[src/rtl/alu_pkg.sv]
// alu_pkg: constants and types shared between the ALU-path shifters.
//   DATA_W      operand/result width (equals 2**SHAMT_W)
//   SHAMT_W     shift-amount width, also the number of binary shift stages
//   NUM_STAGES  cycles spent in RUN, one per binary stage
//   state_e     control state of the sequential shifters
package alu_pkg;

  localparam int DATA_W     = 32;
  localparam int SHAMT_W    = 5;
  localparam int NUM_STAGES = SHAMT_W;

  typedef enum logic {
    IDLE = 1'b0,
    RUN  = 1'b1
  } state_e;

endpackage

[src/rtl/sll_stage.sv]
// sll_stage: one combinational binary stage of the logical-left shifter.
//   in_i    value entering the stage
//   en_i    apply this stage's shift
//   k_i     stage index; stage k shifts by 2**(SHAMT_W-1-k)
//   out_o   shifted (or passed-through) value, zero-filled from the LSB
//   lost_o  1 when en_i and any 1-bit falls off the MSB end
module sll_stage
  import alu_pkg::*;
#(
  parameter int DATA_W  = alu_pkg::DATA_W,
  parameter int SHAMT_W = alu_pkg::SHAMT_W,
  parameter int KW      = $clog2(SHAMT_W)
) (
  input  logic [DATA_W-1:0] in_i,
  input  logic              en_i,
  input  logic [KW-1:0]     k_i,
  output logic [DATA_W-1:0] out_o,
  output logic              lost_o
);

  logic [KW-1:0]     top_idx;
  logic [SHAMT_W:0]  size;
  logic [DATA_W-1:0] keep_mask;

  always_comb begin
    top_idx   = KW'(SHAMT_W - 1) - k_i;
    size      = {{SHAMT_W{1'b0}}, 1'b1} << top_idx;
    // Bits that survive the shift sit below the top 'size' positions.
    keep_mask = {DATA_W{1'b1}} >> size;
    out_o     = en_i ? (in_i << size) : in_i;
    lost_o    = en_i & (|(in_i & ~keep_mask));
  end

endmodule

[src/rtl/sll_shift_seq.sv]
// sll_shift_seq: sequential logical-left shifter, one binary stage per cycle
// (largest stage first), fixed NUM_STAGES-cycle latency for every shift amount.
//   clock       rising-edge clock
//   reset       synchronous, active-high; aborts any operation in flight
//   start       request, sampled only while busy is low
//   operand     value to shift, captured when start is accepted
//   shamt       shift amount, captured when start is accepted
//   busy        operation in progress
//   result_rdy  one-cycle pulse marking result/bits_lost as fresh
//   result      shifted value, held until the next completion
//   bits_lost   1 if any 1-bit left the MSB end, held with result
module sll_shift_seq
  import alu_pkg::*;
#(
  parameter int DATA_W  = alu_pkg::DATA_W,
  parameter int SHAMT_W = alu_pkg::SHAMT_W
) (
  input  logic               clock,
  input  logic               reset,
  input  logic               start,
  input  logic [DATA_W-1:0]  operand,
  input  logic [SHAMT_W-1:0] shamt,
  output logic               busy,
  output logic               result_rdy,
  output logic [DATA_W-1:0]  result,
  output logic               bits_lost
);

  localparam int KW = $clog2(SHAMT_W);

  state_e             state_q, state_d;
  logic [DATA_W-1:0]  acc_q, acc_d;
  logic [SHAMT_W-1:0] amt_q, amt_d;
  logic [KW-1:0]      cnt_q, cnt_d;
  logic               lost_q, lost_d;
  logic [DATA_W-1:0]  result_q, result_d;
  logic               bits_lost_q, bits_lost_d;
  logic               rdy_q, rdy_d;

  logic [KW-1:0]      bit_idx;
  logic               stg_en;
  logic [DATA_W-1:0]  stg_out;
  logic               stg_lost;

  // The stage counter selects both the shift size and the amount bit,
  // so a single stage instance serves every cycle of the operation.
  assign bit_idx = KW'(SHAMT_W - 1) - cnt_q;
  assign stg_en  = amt_q[bit_idx];

  sll_stage #(
    .DATA_W  (DATA_W),
    .SHAMT_W (SHAMT_W),
    .KW      (KW)
  ) u_stage (
    .in_i   (acc_q),
    .en_i   (stg_en),
    .k_i    (cnt_q),
    .out_o  (stg_out),
    .lost_o (stg_lost)
  );

  always_ff @(posedge clock) begin
    if (reset) begin
      state_q     <= IDLE;
      acc_q       <= '0;
      amt_q       <= '0;
      cnt_q       <= '0;
      lost_q      <= 1'b0;
      result_q    <= '0;
      bits_lost_q <= 1'b0;
      rdy_q       <= 1'b0;
    end else begin
      state_q     <= state_d;
      acc_q       <= acc_d;
      amt_q       <= amt_d;
      cnt_q       <= cnt_d;
      lost_q      <= lost_d;
      result_q    <= result_d;
      bits_lost_q <= bits_lost_d;
      rdy_q       <= rdy_d;
    end
  end

  always_comb begin
    state_d     = state_q;
    acc_d       = acc_q;
    amt_d       = amt_q;
    cnt_d       = cnt_q;
    lost_d      = lost_q;
    result_d    = result_q;
    bits_lost_d = bits_lost_q;
    rdy_d       = 1'b0;
    case (state_q)
      IDLE: begin
        if (start) begin
          acc_d   = operand;
          amt_d   = shamt;
          lost_d  = 1'b0;
          cnt_d   = '0;
          state_d = RUN;
        end
      end
      RUN: begin
        acc_d  = stg_out;
        lost_d = lost_q | stg_lost;
        cnt_d  = cnt_q + KW'(1);
        // Last stage: publish the outcome and free the unit in the same edge,
        // so a new start can be accepted while result_rdy is high.
        if (cnt_q == KW'(NUM_STAGES - 1)) begin
          result_d    = stg_out;
          bits_lost_d = lost_q | stg_lost;
          rdy_d       = 1'b1;
          state_d     = IDLE;
        end
      end
      default: state_d = IDLE;
    endcase
  end

  assign busy       = (state_q == RUN);
  assign result_rdy = rdy_q;
  assign result     = result_q;
  assign bits_lost  = bits_lost_q;

endmodule

[config.mk]
export PLATFORM = sky130hd
export DESIGN_NAME = sll_shift_seq
export DESIGN_NICKNAME = d
export VERILOG_FILES = /design/src/rtl/alu_pkg.sv /design/src/rtl/sll_stage.sv /design/src/rtl/sll_shift_seq.sv
export SDC_FILE = /design/constraint.sdc
export NUM_CORES = 1
export LEC_CHECK = 0
export ABC_AREA = 1
export CAP_MARGIN = 10
export CORE_ASPECT_RATIO = 2
export CORE_MARGIN = 2
export CORE_UTILIZATION = 50
export DETAILED_ROUTE_END_ITERATION = 12
export PLACE_DENSITY = 0.71
export SLEW_MARGIN = 20
export SYNTH_ARGS = -nofsm -noshare
export SYNTH_HDL_FRONTEND = slang
export SYNTH_SLANG_ARGS = --single-unit
[constraint.sdc]
create_clock -name clock -period 3.06 [get_ports clock]
set_input_delay 0.765 -clock clock [delete_from_list [all_inputs] [get_ports clock]]
set_output_delay 0.765 -clock clock [all_outputs]
set_load 0.05 [all_outputs]
=== Word level (Yosys, flattened, before mapping) ===
Cells that the tools add are included.

* $add $sub $neg: 2
* Multipliers: 0
* Div/mod/pow operators: 0
* Magnitude comparators: 1
* Equal/unequal tests: 2
* Shift operators: 3
* Muxes and demuxes: 13
* Bitwise logic cells: 5
* Reductions and logical operators: 4

{| class="wikitable"
|+ Operators by type and width
! operator !! count
|-
| 32-bit 2-to-1 mux || 2
|-
| 32-bit one-hot mux with 2 select lines || 1
|-
| 32-bit AND || 1
|-
| 32-bit NOT || 1
|-
| 32-bit OR reduction || 1
|-
| 32-bit by 6-bit << shifter with 32-bit output || 1
|-
| 32-bit by 6-bit right shift with 32-bit output, first input constant || 1
|-
| 3-bit one-hot mux with 2 select lines || 1
|-
| 1-bit by 3-bit << shifter with 6-bit output, first input constant || 1
|-
| 1-bit 2-to-1 mux || 5
|-
| 3-bit by 4-bit less-than comparator with 1-bit output, second input constant || 1
|-
| 1-bit one-hot mux with 2 select lines || 2
|-
| 2-bit AND reduction || 2
|-
| 3-bit by 1-bit adder with 3-bit output, second input constant || 1
|-
| 1-bit binary-select mux with 3-bit select || 1
|-
| 3-bit equality test, second input constant || 1
|-
| 3-bit 2-to-1 mux || 1
|-
| 3-bit subtractor, first input constant || 1
|-
| 2-bit != test, second input constant || 1
|-
| 2-bit OR reduction || 1
|-
| 1-bit AND || 1
|-
| 1-bit NOT || 1
|-
| 1-bit bitwise OR || 1
|}

* Register bits: 76
* Bits in latches: 0
* RAM bits: 0
* ROM bits: 0
* Bits of input ports: 40
* Memories kept: 0

=== Depth between registers and ports, before layout ===
* Depth after elaboration: 9
* Depth in mapped cells: 20

=== By module ===
Synthesis repeated with hierarchy kept, for this count alone.

* Cells, all modules: 943
* Area, all modules: 5620.4 µm²

{| class="wikitable"
|+ By module, submodules not included
! module !! times used !! cells an instance !! area each (µm²) !! sequential area each (µm²)
|-
| sll_shift_seq || 1 || 459 || 3362.0 || 1521.5
|-
| sll_stage || 1 || 484 || 2258.4 || 0.0
|}

=== Worst setup path after synthesis ===
No wires, ideal clock.

* Path kind: reg-to-reg
* From: reg cnt_q[0]
* To: reg result_q[28] (netlist: result[28])
* Setup time: 0.109 ns
* Arrival: 2.169 ns
* Path slack: 0.782 ns
* Cell stages (with the launch flop): 18
* Period minus slack after synthesis: 2.278 ns
* Path through: dfxtp_1 inv_2 ha_1 ha_1 buf_6 inv_6 nand2_4 buf_6 o21ai_0 nand2_1 nand3_1 nand3_1 nand2_1 nand2_1 nand2_1 nand3_1 nand2_1 inv_1

* Cells in the longest elaborated chain, start to end: 4
* Elaborated cells between the ends (all ways): 8
* Classes of those cells: 1 x add/sub; 1 x eq/ne; 2 x shift; 3 x mux; 1 x reduce/logical

{| class="wikitable"
|+ RTL lines
! item !! line !! text
|-
| from (decl) || sll_shift_seq.sv:34 || <nowiki>logic [KW-1:0] cnt_q, cnt_d;</nowiki>
|-
| from (signal assigned) || sll_shift_seq.sv:76 || <nowiki>cnt_q <= cnt_d;</nowiki>
|-
| 3-bit subtractor || sll_stage.sv:26, sll_shift_seq.sv:47 ||
|-
| 1-bit by 3-bit << shifter with 6-bit output / 1-bit binary-select mux with 3-bit select (equally long branches) || sll_stage.sv:27, sll_shift_seq.sv:48 ||
|-
| 32-bit by 6-bit << shifter with 32-bit output / 1-bit 2-to-1 mux (equally long branches) || sll_stage.sv:30, sll_shift_seq.sv:48 ||
|-
| 32-bit 2-to-1 mux || sll_stage.sv:30 || <nowiki>out_o = en_i ? (in_i << size) : in_i;</nowiki>
|-
| to (signal assigned) || sll_shift_seq.sv:78 || <nowiki>result_q <= result_d;</nowiki>
|-
| to (decl) || sll_shift_seq.sv:36 || <nowiki>logic [DATA_W-1:0] result_q, result_d;</nowiki>
|}

Several ways; a longest one is shown, not always the timed one. The select of a mux whose other input is x is not followed.
A chain may end at the register's enable or synchronous reset.

=== Worst setup path after layout ===
* From: reg cnt_q[0]
* To: reg result_q[31] (netlist: result[31])

Same word-level chain as after synthesis.

==> impl_summary.md <==
Run status
The run finished with clean final reports.

Global routing
The pin count of the biggest net entering global routing is 34. Across every metal layer, demand over resource in global routing totals between 30% and 40%. The number of global-route vias before repair is slightly above 6000. For this run the aggregate overflow at the end of global routing stands at 0. The first global-routing pass estimated 31900 um of wire. The number of antenna violations at the first check in global routing is 1.

Yosys
When the netlist entered floorplanning its net count stood at between 900 and 1000. The number of distinct standard cells referenced by the synthesized netlist is 36. In the synthesized netlist, the number of instances is ~930. For this run, the number of Yosys warnings is 0. The register bit count reported by yosys is 76. The summed instance area of the synthesized netlist is 0.00549 mm^2. The average instance in the mapped netlist occupies approximately 5.9 um^2. The sequential-to-total area share from yosys stat is between 20% and 30%.

STA
The final setup violation count is 0. After routing, the total negative slack on setup checks comes to 0 ns. For the pin with the worst max-slew slack, the measured transition is ~0.65 ns.

Setup repair after global routing left no endpoint under its margin. The number of hold violations in the final report is 0. Derived from the worst setup path, the maximum achievable clock frequency is between 300 and 400 MHz.

The setup clock skew after layout is about 0.0085 ns. The final period utilization is between 90% and 100%. The number of pins with negative max-slew slack in the final report is 0. The worst hold slack after final layout is between 0.4 and 0.5 ns. The clock period could shrink to 2.80 ns. The remaining max-slew budget at the tightest pin is a little under three fifths. The worst path meets setup with between 0.2 and 0.3 ns of slack.

Route
In this run, the number of DRC markers left after iteration 0 of detailed routing was 408. The vias per cell is 5.67. Across all layers, the routed design uses 6413 vias. The number of routed nets with antenna violations is 0. In the routed design, unresolved DRC markers number 0.

After detailed routing, the average wire length per cell comes to 18.0 um. The length of the first detailed-routing pass in iterations is 7. The total routed wirelength is a little over 20000 um.

Hold path
The min-delay analysis places its worst path in the category reg -> reg. The worst min-delay path endpoint is lost_q$_SDFFE_PP0P_. The launch point of the worst hold path is lost_q$_SDFFE_PP0P_. Along the worst hold path, the cell count comes to 2.

Placed design
The count of buffers added on input and output ports is 74. The placed instance count is between 1000 and 1500. The setup slack at placement is about 0.33 ns. At the end of routability-driven placement, the weighted congestion stood at around 1.0. The wire-length estimate of the detail-placed layout is 15700 um.

Clock tree
The clock insertion delay at the later pin of the skew report is approximately 0.34 ns. The number of resized instances in the post-cts repair step is 0. The total number of H-tree levels is 3. The number of setup buffers added after CTS is 0. The clock transition at the registers of the reported paths is 0.06 ns. For this design, the sink count on the clock tree is 76. The maximum buffer depth of the clock tree is 2. Buffers inserted to repair hold after CTS numbered 0. TritonCTS built the clock tree. The number of clock buffers added by TritonCTS is 9. The root buffer cell chosen for the clock tree is clkbuf_16.

Finish
The total area of multi-input combinational cells is around 0.0034 mm^2. Cells fill ~61% of the core in the end. The layout overhead on the synthesized area is 21.1%. The fraction of layout cells with a size suffix above 1 is around 6.8%. Leaving out fill and tap cells, the most frequent cell in the layout is nand2_1. After the flow finishes, the layout carries non-filler instances totaling 1132.

The count of fill cells added during filler insertion is between 1000 and 1500. Across the whole layout, storage elements account for around 0.0015 mm^2. The net count reported at finish is roughly 1000. The library cells used most frequently in the layout, excluding fill and tap cells, are nand2_1 (331), nand3_1 (138), inv_1 (80).

Setup path
In this run the worst path has a maximum fanout of 12. The cell with the largest stage delay on the worst path is dfxtp_1. The critical register-to-register path endpoint is result[31]$_SDFFE_PP0P_. Traced cell by cell, the critical path runs through inv_2 -> ha_1 -> ha_1 -> inv_6 -> nand2_1 -> buf_4 -> nor2_1 -> nand3_1 -> nand2_1 -> inv_1 -> a21boi_0 -> nor2_1 -> nand2_1 -> nand3_1 -> nand2_1 -> inv_1. The number of buffer and inverter stages on the critical path is 5. The required time of the critical path is approximately 3.3 ns.

The length in cells of the worst reg-to-reg path is 16. The kind of cell adding the most delay to the critical path is simple AND/OR/NAND/NOR gates. By instance count, the cell type seen most on the critical path is nand2_1. The data arrival time of the critical path is a little over 3 ns. The worst setup path is of the reg -> reg kind. Setup slack on the worst reg-to-reg path comes out at roughly 0.26 ns. The largest single stage delay on the critical path is between 0.4 and 0.5 ns. The capturing element type of the critical path is a flip-flop. The startpoint of the worst register-to-register path is cnt_q[0]$_SDFFE_PP0P_. The kind of start point of the critical path is a flip-flop.

Floorplan
Measured along the x axis, the die boundary spans roughly 80 um. The floorplan core area is roughly 0.011 mm^2. The initial utilization of the core area, before any placement, comes to about 50%. During I/O placement, the number of pins put on the boundary was 75. The number of standard-cell rows in the floorplan is 54. The total die area is approximately 0.012 mm^2.

In this run the vertical extent of the chip is ~150 um.

Pwr
VDD sags by at most roughly 340 uV. The power per unit of standard cell area is roughly 470 mW/mm^2. In this run the static leakage power is between 3 and 4 nW.

Flow run
Across the run, the number of max-cap violations was 0.
==> power breakdown <==
part | switching, mW | total (mW) | internal (mW)
logic | 0.682 | 1.01 | 0.332
clock network | 0.448 | 1.00 | 0.552
registers | 0.0554 | 1.09 | 1.04
==> how the worst max path moves through the flow <==
stage / depth (start not counted) / endpoint / startpoint / slack, ns
after floorplan: 17 / result[28]$_SDFFE_PP0P_ / cnt_q[0]$_SDFFE_PP0P_ / 0.78
after global routing: 17 / result[31]$_SDFFE_PP0P_ / cnt_q[0]$_SDFFE_PP0P_ / 0.08
final: 16 / result[31]$_SDFFE_PP0P_ / cnt_q[0]$_SDFFE_PP0P_ / 0.26
after CTS: 11 / acc_q[27]$_SDFFE_PP0P_ / cnt_q[0]$_SDFFE_PP0P_ / 0.32
after global placement: 11 / acc_q[27]$_SDFFE_PP0P_ / cnt_q[0]$_SDFFE_PP0P_ / 0.34
after detailed placement: 13 / result[18]$_SDFFE_PP0P_ / cnt_q[0]$_SDFFE_PP0P_ / 0.33
==> stage by stage <==
step                      power, mW  area, um^2
after floorplan                1.79        5490
after global placement         2.10        6380
after detailed placement       2.10        6380
after CTS                      3.10        6650
after global routing           3.26        6650
final                          3.10        6650
==> registers in the layout, indices dropped and copies added (netlist names) <==
name	cells
amt_q	5
bits_lost	1
busy	1
result_rdy	1
result	32
cnt_q	3
acc_q	32
lost_q	1
==> final cells by class <==
class	instances	area share, %
sequential	76	22.9
timing repair buffer	99	14.7
clock buffer	11	3.50
antenna	1	0.0376
clock inverter	5	0.546
tap	140	2.64
multi-input combinational	713	50.7
inverter	87	4.99
==> cells by family after synthesis <==
logic type      after synthesis  share of synthesized area (%)
simple gates                537                           41.0
compound gates              170                           18.9
buf+inv                     137                           11.0
flops                        76                           27.7
fa+ha+maj                     6                           1.37
==> cells in the mapped netlist <==
library cell	n	area share (%)
a21boi_0	2	0.27
a21o_1	2	0.27
a21oi_1	25	2.3
a22o_1	2	0.32
a32oi_1	1	0.16
and2_1	1	0.11
buf_1	1	0.068
buf_2	8	0.73
buf_4	6	0.82
buf_6	7	1.4
clkbuf_1	28	1.9
clkinv_1	1	0.068
dfxtp_1	76	28
ha_1	6	1.4
inv_1	80	5.5
inv_2	5	0.34
inv_6	1	0.16
nand2_1	331	23
nand2_2	3	0.34
nand2_4	1	0.21
nand3_1	138	13
nand4_1	9	1.0
nor2_1	48	3.3
nor2_2	3	0.34
nor2_4	2	0.41
o211ai_1	3	0.41
o211ai_2	8	1.8
o21a_1	11	1.5
o21ai_0	76	6.9
o21ai_1	14	1.3
o21ai_2	3	0.48
o21bai_1	18	2.5
o21bai_2	1	0.21
o22ai_1	3	0.34
o32ai_1	1	0.16
or2_1	1	0.11
==> worst reg2reg max path, delay by kind of cell (launching register included) <==
kind | cells | cell delay [ns]
simple gates | 8 | 1.00
fa+ha+maj | 2 | 0.55
buf+inv | 5 | 0.52
flops | 1 | 0.44
compound gates | 1 | 0.20
==> layer usage <==
metal	track usage (%)	share of wire, %	vias up
li1	-	-	3134
met1	36.2	36	2915
met2	62.3	53	286
met3	4.80	4.5	78
met4	23.0	7.0	0
met5	0	0	-
Power figures use the tool's default switching activity.
